===== src/rtl/pc_fetch_unit_if.sv =====
// pc_fetch_unit_if: datapath <-> PC stage bundle.
// master = datapath / board side, slave = pc_fetch_unit.
interface pc_fetch_unit_if;
    logic        Stall;
    logic        Branch;
    logic [15:0] Imm16;
    logic        Jump;
    logic [25:0] JTarget;
    logic        JR;
    logic [31:0] RegAddr;
    logic        Halt;
    logic        Go;
    logic        Step;
    logic        StepMode;
    logic [9:0]  PCNow;
    logic [31:0] PCOut;
    logic [31:0] PCPlus4;
    logic        Halted;
    logic [31:0] InstCount;

    modport master (
        output Stall, Branch, Imm16, Jump, JTarget, JR, RegAddr,
        output Halt, Go, Step, StepMode,
        input  PCNow, PCOut, PCPlus4, Halted, InstCount
    );

    modport slave (
        input  Stall, Branch, Imm16, Jump, JTarget, JR, RegAddr,
        input  Halt, Go, Step, StepMode,
        output PCNow, PCOut, PCPlus4, Halted, InstCount
    );
endinterface


===== src/rtl/pc_fetch_unit.sv =====
// pc_fetch_unit: PC register, next-PC select, syscall halt and retire count.
// Define PC_SINGLE_STEP_EN to add the STEP_WAIT single-step state.
module pc_fetch_unit #(
    parameter logic [31:0] RESET_PC = 32'h0000_0000
) (
    input  logic           CLK,
    input  logic           RSTn,
    pc_fetch_unit_if.slave bus
);

`ifdef PC_SINGLE_STEP_EN
    typedef enum logic [1:0] {RUN, HALT, STEP_WAIT} state_t;
`else
    typedef enum logic [0:0] {RUN, HALT} state_t;
`endif

    state_t      state;
    logic [31:0] pc;
    logic [31:0] pc_plus4;
    logic [31:0] br_off;
    logic [31:0] npc;
    logic [31:0] cnt;
    logic        halted;
    logic        prm1, prm2;
    logic        go_s1, go_s2, go_d, go_arm;
    logic        go_rise;

    assign pc_plus4 = pc + 32'd4;
    assign br_off   = {{14{bus.Imm16[15]}}, bus.Imm16, 2'b00};

    always_comb begin
        npc = pc_plus4;
        priority case (1'b1)
            bus.JR:     npc = {bus.RegAddr[31:2], 2'b00};
            bus.Jump:   npc = {pc_plus4[31:28], bus.JTarget, 2'b00};
            bus.Branch: npc = pc_plus4 + br_off;
            default:    npc = pc_plus4;
        endcase
    end

    // A button already high when reset releases must drop before a rise counts.
    always_ff @(posedge CLK or negedge RSTn) begin
        if (!RSTn) begin
            prm1   <= 1'b0;
            prm2   <= 1'b0;
            go_s1  <= 1'b0;
            go_s2  <= 1'b0;
            go_d   <= 1'b0;
            go_arm <= 1'b0;
        end else begin
            prm1   <= 1'b1;
            prm2   <= prm1;
            go_s1  <= bus.Go;
            go_s2  <= go_s1;
            go_d   <= go_s2;
            go_arm <= go_arm | (prm2 & ~go_s2);
        end
    end

    assign go_rise = go_s2 & ~go_d & go_arm;

`ifdef PC_SINGLE_STEP_EN
    logic st_s1, st_s2, st_d, st_arm;
    logic step_rise;

    always_ff @(posedge CLK or negedge RSTn) begin
        if (!RSTn) begin
            st_s1  <= 1'b0;
            st_s2  <= 1'b0;
            st_d   <= 1'b0;
            st_arm <= 1'b0;
        end else begin
            st_s1  <= bus.Step;
            st_s2  <= st_s1;
            st_d   <= st_s2;
            st_arm <= st_arm | (prm2 & ~st_s2);
        end
    end

    assign step_rise = st_s2 & ~st_d & st_arm;
`else
    logic unused_in;
    assign unused_in = ^{bus.Step, bus.StepMode, bus.RegAddr[1:0]};
`endif

    always_ff @(posedge CLK or negedge RSTn) begin
        if (!RSTn) begin
            state  <= RUN;
            pc     <= RESET_PC;
            cnt    <= 32'd0;
            halted <= 1'b0;
        end else begin
            unique case (state)
                RUN: begin
                    if (!bus.Stall) begin
                        if (bus.Halt) begin
                            state  <= HALT;
                            halted <= 1'b1;
                        end else begin
                            pc  <= npc;
                            cnt <= cnt + 32'd1;
`ifdef PC_SINGLE_STEP_EN
                            if (bus.StepMode) state <= STEP_WAIT;
`endif
                        end
                    end
                end
                HALT: begin
                    if (go_rise) begin
                        pc     <= pc_plus4;
                        cnt    <= cnt + 32'd1;
                        state  <= RUN;
                        halted <= 1'b0;
                    end
                end
`ifdef PC_SINGLE_STEP_EN
                STEP_WAIT: begin
                    if (step_rise || !bus.StepMode) state <= RUN;
                end
`endif
                default: state <= RUN;
            endcase
        end
    end

    assign bus.PCNow     = pc[11:2];
    assign bus.PCOut     = pc;
    assign bus.PCPlus4   = pc_plus4;
    assign bus.Halted    = halted;
    assign bus.InstCount = cnt;

endmodule


===== src/flat_wrapper.sv =====
// flat-port wrapper written by rule: the top's interface ports become plain ports
module pc_fetch_unit_flat 
#(
    parameter logic [31:0] RESET_PC = 32'h0000_0000
)
  (CLK, RSTn, bus_Stall, bus_Branch, bus_Imm16, bus_Jump, bus_JTarget, bus_JR, bus_RegAddr, bus_Halt, bus_Go, bus_Step, bus_StepMode, bus_PCNow, bus_PCOut, bus_PCPlus4, bus_Halted, bus_InstCount);
  pc_fetch_unit_if bus_i ();
  input  logic CLK;
  input  logic RSTn;
  input wire logic [$bits(bus_i.Stall)-1:0] bus_Stall;
  input wire logic [$bits(bus_i.Branch)-1:0] bus_Branch;
  input wire logic [$bits(bus_i.Imm16)-1:0] bus_Imm16;
  input wire logic [$bits(bus_i.Jump)-1:0] bus_Jump;
  input wire logic [$bits(bus_i.JTarget)-1:0] bus_JTarget;
  input wire logic [$bits(bus_i.JR)-1:0] bus_JR;
  input wire logic [$bits(bus_i.RegAddr)-1:0] bus_RegAddr;
  input wire logic [$bits(bus_i.Halt)-1:0] bus_Halt;
  input wire logic [$bits(bus_i.Go)-1:0] bus_Go;
  input wire logic [$bits(bus_i.Step)-1:0] bus_Step;
  input wire logic [$bits(bus_i.StepMode)-1:0] bus_StepMode;
  output wire logic [$bits(bus_i.PCNow)-1:0] bus_PCNow;
  output wire logic [$bits(bus_i.PCOut)-1:0] bus_PCOut;
  output wire logic [$bits(bus_i.PCPlus4)-1:0] bus_PCPlus4;
  output wire logic [$bits(bus_i.Halted)-1:0] bus_Halted;
  output wire logic [$bits(bus_i.InstCount)-1:0] bus_InstCount;
  assign bus_i.Stall = bus_Stall;
  assign bus_i.Branch = bus_Branch;
  assign bus_i.Imm16 = bus_Imm16;
  assign bus_i.Jump = bus_Jump;
  assign bus_i.JTarget = bus_JTarget;
  assign bus_i.JR = bus_JR;
  assign bus_i.RegAddr = bus_RegAddr;
  assign bus_i.Halt = bus_Halt;
  assign bus_i.Go = bus_Go;
  assign bus_i.Step = bus_Step;
  assign bus_i.StepMode = bus_StepMode;
  assign bus_PCNow = bus_i.PCNow;
  assign bus_PCOut = bus_i.PCOut;
  assign bus_PCPlus4 = bus_i.PCPlus4;
  assign bus_Halted = bus_i.Halted;
  assign bus_InstCount = bus_i.InstCount;
  pc_fetch_unit #(.RESET_PC(RESET_PC)) u_core (.CLK(CLK), .RSTn(RSTn), .bus(bus_i));
endmodule

===== config.mk =====
export PLATFORM = sky130hd
export DESIGN_NAME = pc_fetch_unit_flat
export DESIGN_NICKNAME = d
export VERILOG_FILES = /design/src/rtl/pc_fetch_unit_if.sv /design/src/rtl/pc_fetch_unit.sv /design/src/flat_wrapper.sv
export SDC_FILE = /design/constraint.sdc
export NUM_CORES = 1
export LEC_CHECK = 0
export ABC_AREA = 1
export BUFFER_PORTS_ARGS = -buffer_cell sky130_fd_sc_hd__buf_4
export CAP_MARGIN = 20
export CORE_AREA = 10 10 104 144
export DETAILED_ROUTE_END_ITERATION = 7
export DIE_AREA = 0 0 114 154
export PLACE_DENSITY = 0.95
export SLEW_MARGIN = 20
export SYNTH_ARGS = -nofsm -noshare
export SYNTH_HDL_FRONTEND = slang
export SYNTH_SLANG_ARGS = --single-unit

===== constraint.sdc =====
create_clock -name CLK -period 8.2 [get_ports CLK]
set_input_delay 0.82 -clock CLK [delete_from_list [all_inputs] [get_ports CLK]]
set_output_delay 0.82 -clock CLK [all_outputs]
set_load 0.01 [all_outputs]

Word-level counts from Yosys, hierarchy flattened

Cells that the tools add are included.

Bits in registers: 72
Input bits: 84
Output and inout port bits: 107
Word-level logic and storage cells: 45

Add/sub/neg operators: 3
Eq/ne operators: 4
Muxes and demuxes: 19
Bitwise logic cells: 7
Reductions and logical operators: 2

Operators with widths:

| operator                | count |
|---|---|
| $mux W32                | 9 |
| $pmux W32 S2            | 2 |
| $add A32 B1 Y32 const B | 1 |
| $add A32 B3 Y32 const B | 1 |
| $add A32 B32 Y32        | 1 |
| $ne A2 B2 Y1 const B    | 4 |
| $mux W1                 | 6 |
| $reduce_and A3 Y1       | 2 |
| $pmux W1 S2             | 2 |
| $and A1 B1 Y1           | 3 |
| $not A1 Y1              | 3 |
| $or A1 B1 Y1            | 1 |

Longest topological paths before layout

Word-level depth: 8
Mapped depth: 26

Worst setup path before layout

OpenSTA, ideal clock, no wires.

Path type: register to register
Start point: reg u_core.pc[2], in the netlist u_core.bus.PCOut[2]
End point: reg u_core.pc[26], in the netlist u_core.bus.PCOut[26]
Setup time: 0.117 ns
Arrival time: 2.851 ns
Data required time: 8.083 ns
Path slack: 5.233 ns
Stages on the path, launching flop included: 21
Buffers on the path: 0
Path through: dfrtp_1 -> inv_1 -> nor2_2 -> nand2_2 -> nor4_1 -> xor2_1 -> inv_1 -> ha_1 -> nand2_1 -> nor3_1 -> nand2_1 -> nor2_1 -> nand2_1 -> nand3_1 -> nand2_1 -> nand3_1 -> nand2_1 -> o21ai_1 -> nand2_1 -> nand2_1 -> nand2_1

Cells in the longest elaborated chain, start to end: 8

Ends and longest elaborated chain:

| item                   | RTL line             | text |
|---|---|---|
| start, declared        | pc_fetch_unit.sv:18  | `logic [31:0] pc;` |
| start signal, assigned | pc_fetch_unit.sv:100 | `pc <= npc;` |
| start signal, assigned | pc_fetch_unit.sv:110 | `pc <= pc_plus4;` |
| $add A32 B3 Y32        | pc_fetch_unit.sv:28  | `assign pc_plus4 = pc + 32'd4;` |
| via bus_PCPlus4[2]     | flat_wrapper.sv:23   | `output wire logic [$bits(bus_i.PCPlus4)-1:0] bus_PCPlus4;` |
| $add A32 B32 Y32       | pc_fetch_unit.sv:36  | `bus.Branch: npc = pc_plus4 + br_off;` |
| $mux W32 (3 in a row)  | pc_fetch_unit.sv:33  | `priority case (1'b1)` |
| $mux W32               | pc_fetch_unit.sv:96  | `if (bus.Halt) begin` |
| $mux W32               | pc_fetch_unit.sv:95  | `if (!bus.Stall) begin` |
| $pmux W32 S2           | pc_fetch_unit.sv:93  | `unique case (state)` |

The timed path passes the listed nets, and every way through them passes these cells. The select of a mux whose other input is x is not followed.
A chain may end at the register's enable or synchronous reset.

Final worst setup path

Start point: reg u_core.pc[2], in the netlist u_core.bus.PCOut[2]
End point: reg u_core.pc[15], in the netlist u_core.bus.PCOut[15]

Cells in the longest elaborated chain, start to end: 8

Ends and longest elaborated chain:

| item                  | RTL line |
|---|---|
| $add A32 B3 Y32 (*)   | pc_fetch_unit.sv:28 |
| $add A32 B32 Y32      | pc_fetch_unit.sv:36 |
| $mux W32 (3 in a row) | pc_fetch_unit.sv:33 |
| $mux W32              | pc_fetch_unit.sv:96 |
| $mux W32              | pc_fetch_unit.sv:95 |
| $pmux W32 S2 (*)      | pc_fetch_unit.sv:93 |

Mark *: on every way between the ends. The rest lies on a longest branch, timed or not. The select of a mux whose other input is x is not followed.

==> reports/summary.txt <==
Yosys reg bits -> 70
wire per inst -> 17.67 um
Remaining DRCs -> 0
Distinct cells, synth -> 47
period utilisation layout -> 46.74%
Setup Buffers After CTS -> 0
synth top area cells -> dfrtp_1 25%, nand2_1 20%, inv_1 7.8%
post_cts resized -> 0
CTS Buf Count -> 9
fill count -> 1083
hpwl dp -> 20830 um
initial antenna violation count -> 0
Vias/cell -> 5.582
DRT Pass-1 Iters -> 7
Routability Congestion -> 0.9784
# setup viols final -> 0
DRT antenna net count -> 0
Worst Hold Class -> register to register
Layout Area Growth over Synthesis -> 23.71%
CP Capture Type -> register
crit-path cells -> ha_1 > inv_1 > nor3_2 > inv_1 > nor2_1 > xor2_1 > inv_1 > ha_1 > nand2_1 > nor2_1 > a21oi_1 > nand2_1 > xor2_1 > nand2_1 > nand2_1 > o21ai_1 > nand2_1 > nand3_1 > nand2_1
first-pass GRT wire length -> 41390 um
Max Fclk -> 260.9 MHz
pwr dens -> 325.2 mW/mm^2
Final min period -> 3833 ps
most frequent CP cell -> nand2_1
nets@finish -> 1444
Main synth FF type -> dfrtp_1
mapped cell area -> 0.007136 mm^2
Final Util -> 72.05%
critical path arrival -> 4100 ps
RSZ-0062 raised after global routing -> no
H-tree Lvls -> 3
Least-Margin Pin Slew -> 886.5 ps
Die W -> 114 um
Yosys warnings -> 0
I/O Pins -> 191
Synth Area per Inst -> 6.141 um^2
fin area -> 0.008827 mm^2
share of cells above drive strength 1 -> 18.99%
starting density of the core -> 58.24%
diode count -> 0
Worst path max stage delay -> 490 ps
number of port buffers -> 182
TritonCTS clock tree -> built
Total Routing Usage GR -> 28.73%
Post-Route WL -> 26100 um
final hold violations -> 0
Post-synth EDFFs -> 0
Die Y -> 154 um
vias in the first global route -> 8238
area after detailed placement -> 0.008522 mm^2
Max FO, Critical Path -> 8
asr flop ratio synth -> 100.0%
Worst-path clk slew -> 60 ps
grt ovf -> 0
critical path startpoint category -> register
count leader, synth -> nand2_1
largest net degree at the start of global routing -> 71
max cap viols -> 0
worst skew pair latency -> 330 ps
Pins Over Slew Limit -> 0
Seq/Total Area, Yosys -> 24.55%
setup_tns -> 0 ps
Slew headroom -> 40.90%
root buffer cell -> clkbuf_16
Setup Skew -> 6.871 ps
area of the core -> 0.01225 mm^2
CP Data Required Time -> 8470 ps
leakage dissipation -> 4.828 nW
area share of the largest cell type after synthesis -> 24.55%
top cell type by total area after synthesis -> dfrtp_1
Hold WS -> 347.5 ps
Initial DRC Count -> 751
Worst path slowest cell -> dfrtp_1
via count -> 8244
clock sink total -> 70
Commonest cells post-synth -> 388 x nand2_1, 148 x inv_1, 111 x nor2_1
Crit Path Category -> register to register
Total Power -> 0.002870 W
CTS Hold Bufs -> 0
row cnt -> 48
Die Area -> 0.01756 mm^2
Post-Syn Instances -> 1162
Max IR drop VDD -> 0.2237 mV
Max clock buf depth -> 2
status -> completed
worst paths after layout:
| kind | startpoint | end | slack (ps) | cells past startpoint |
|---|---|---|---|---|
| setup / recovery | u_core.bus.PCOut[2] | u_core.bus.PCOut[15] | 4370 | 19 |
| hold / removal | u_core.prm1 | u_core.prm2 | 350 | 0 |
| setup reg to reg | u_core.bus.PCOut[2] | u_core.bus.PCOut[15] | 4370 | 19 |
| hold reg to reg | u_core.prm1 | u_core.prm2 | 350 | 0 |
| max in group asynchronous | RSTn | u_core.bus.PCOut[26] | 7010 | 1 |
| min in group asynchronous | RSTn | u_core.prm1 | 600 | 1 |
kinds of logic (layout without fill, tap and decap cells):
| group | after synthesis | after routing | share of synthesized area [%] |
|---|---|---|---|
| DFF | 70 | 70 | 24.55 |
| and+or+nand+nor | 656 | 656 | 39.87 |
| buffers and inverters | 195 | 357 | 11.10 |
| other | 2 | 5 | 0.1052 |
| adders and majority gates | 38 | 38 | 6.768 |
| xor gates and xnor gates | 51 | 51 | 6.260 |
| AOI/OAI and AO/OA | 150 | 150 | 11.34 |
cell type report:
| cell class | count | area [um^2] | area share [%] |
|---|---|---|---|
| Inverter | 155 | 583.1 | 6.605 |
| Multi-Input combinational cell | 900 | 4603 | 52.15 |
| Clock inverter | 7 | 80.08 | 0.9072 |
| Timing Repair Buffer | 186 | 1396 | 15.82 |
| Tap cell | 150 | 187.7 | 2.126 |
| Clock buffer | 9 | 225.2 | 2.551 |
| Sequential cell | 70 | 1752 | 19.84 |
flip-flops by register name, summed over array words and instances, names as in the netlist:
name	cells
u_core.bus.Halted	1
u_core.bus.InstCount	32
u_core.bus.PCOut	30
u_core.go_arm	1
u_core.go_d	1
u_core.go_s1	1
u_core.go_s2	1
u_core.prm1	1
u_core.prm2	1
u_core.state	1
per-stage QoR:
| stage | instances | setup WS [ps] |
|---|---|---|
| detailed placement | 1461 | 4549 |
| global route | 1477 | 4189 |
| global placement | 1461 | 4601 |
| floorplan | 1165 | 5233 |
| finish | 1477 | 4367 |
| CTS | 1477 | 4525 |
cells in the final DEF, fill, tap and decap left out, types with 12 or more instances in the layout:
cell type  Yosys  final
xnor2_1       16     16
o21ai_0       40     40
buf_4         15    186
inv_1        148    148
ha_1          37     37
nand4_1       12     12
or2_2         12     12
dfrtp_1       70     70
nand2_1      388    388
xor2_1        35     35
nor2_1       111    111
a21oi_1       80     80
nor3_1        15     15
nand3_1       73     73
per-layer routing:
metal | global-route usage, % | up-vias | wire, um | share of wire (%)
li1 | - | 4000 | - | -
met4 | 11.61 | 0 | 973 | 3.7
met3 | 6.386 | 70 | 2486 | 9.5
met1 | 32.15 | 3756 | 9489 | 36
met5 | 0 | - | 0 | 0
met2 | 50.76 | 418 | 13150 | 50
worst max-delay path, delay by kind of cell, from the launching register on:
kind,cells,cell delay (ps)
xor gates and xnor gates,2,500
DFF,1,490
and+or+nand+nor,10,1570
buffers and inverters,3,330
AOI/OAI and AO/OA,2,180
adders and majority gates,2,700
report_power, final:
group	switching [W]	internal, W	total (W)	leakage (nW)
clock	0.000164	0.000240	0.000404	0.143
sequential	0.000158	0.000435	0.000593	0.851
combinational	0.00117	0.000706	0.00187	3.83
total	0.00149	0.00138	0.00287	4.83
Power figures use the tool's default switching activity.
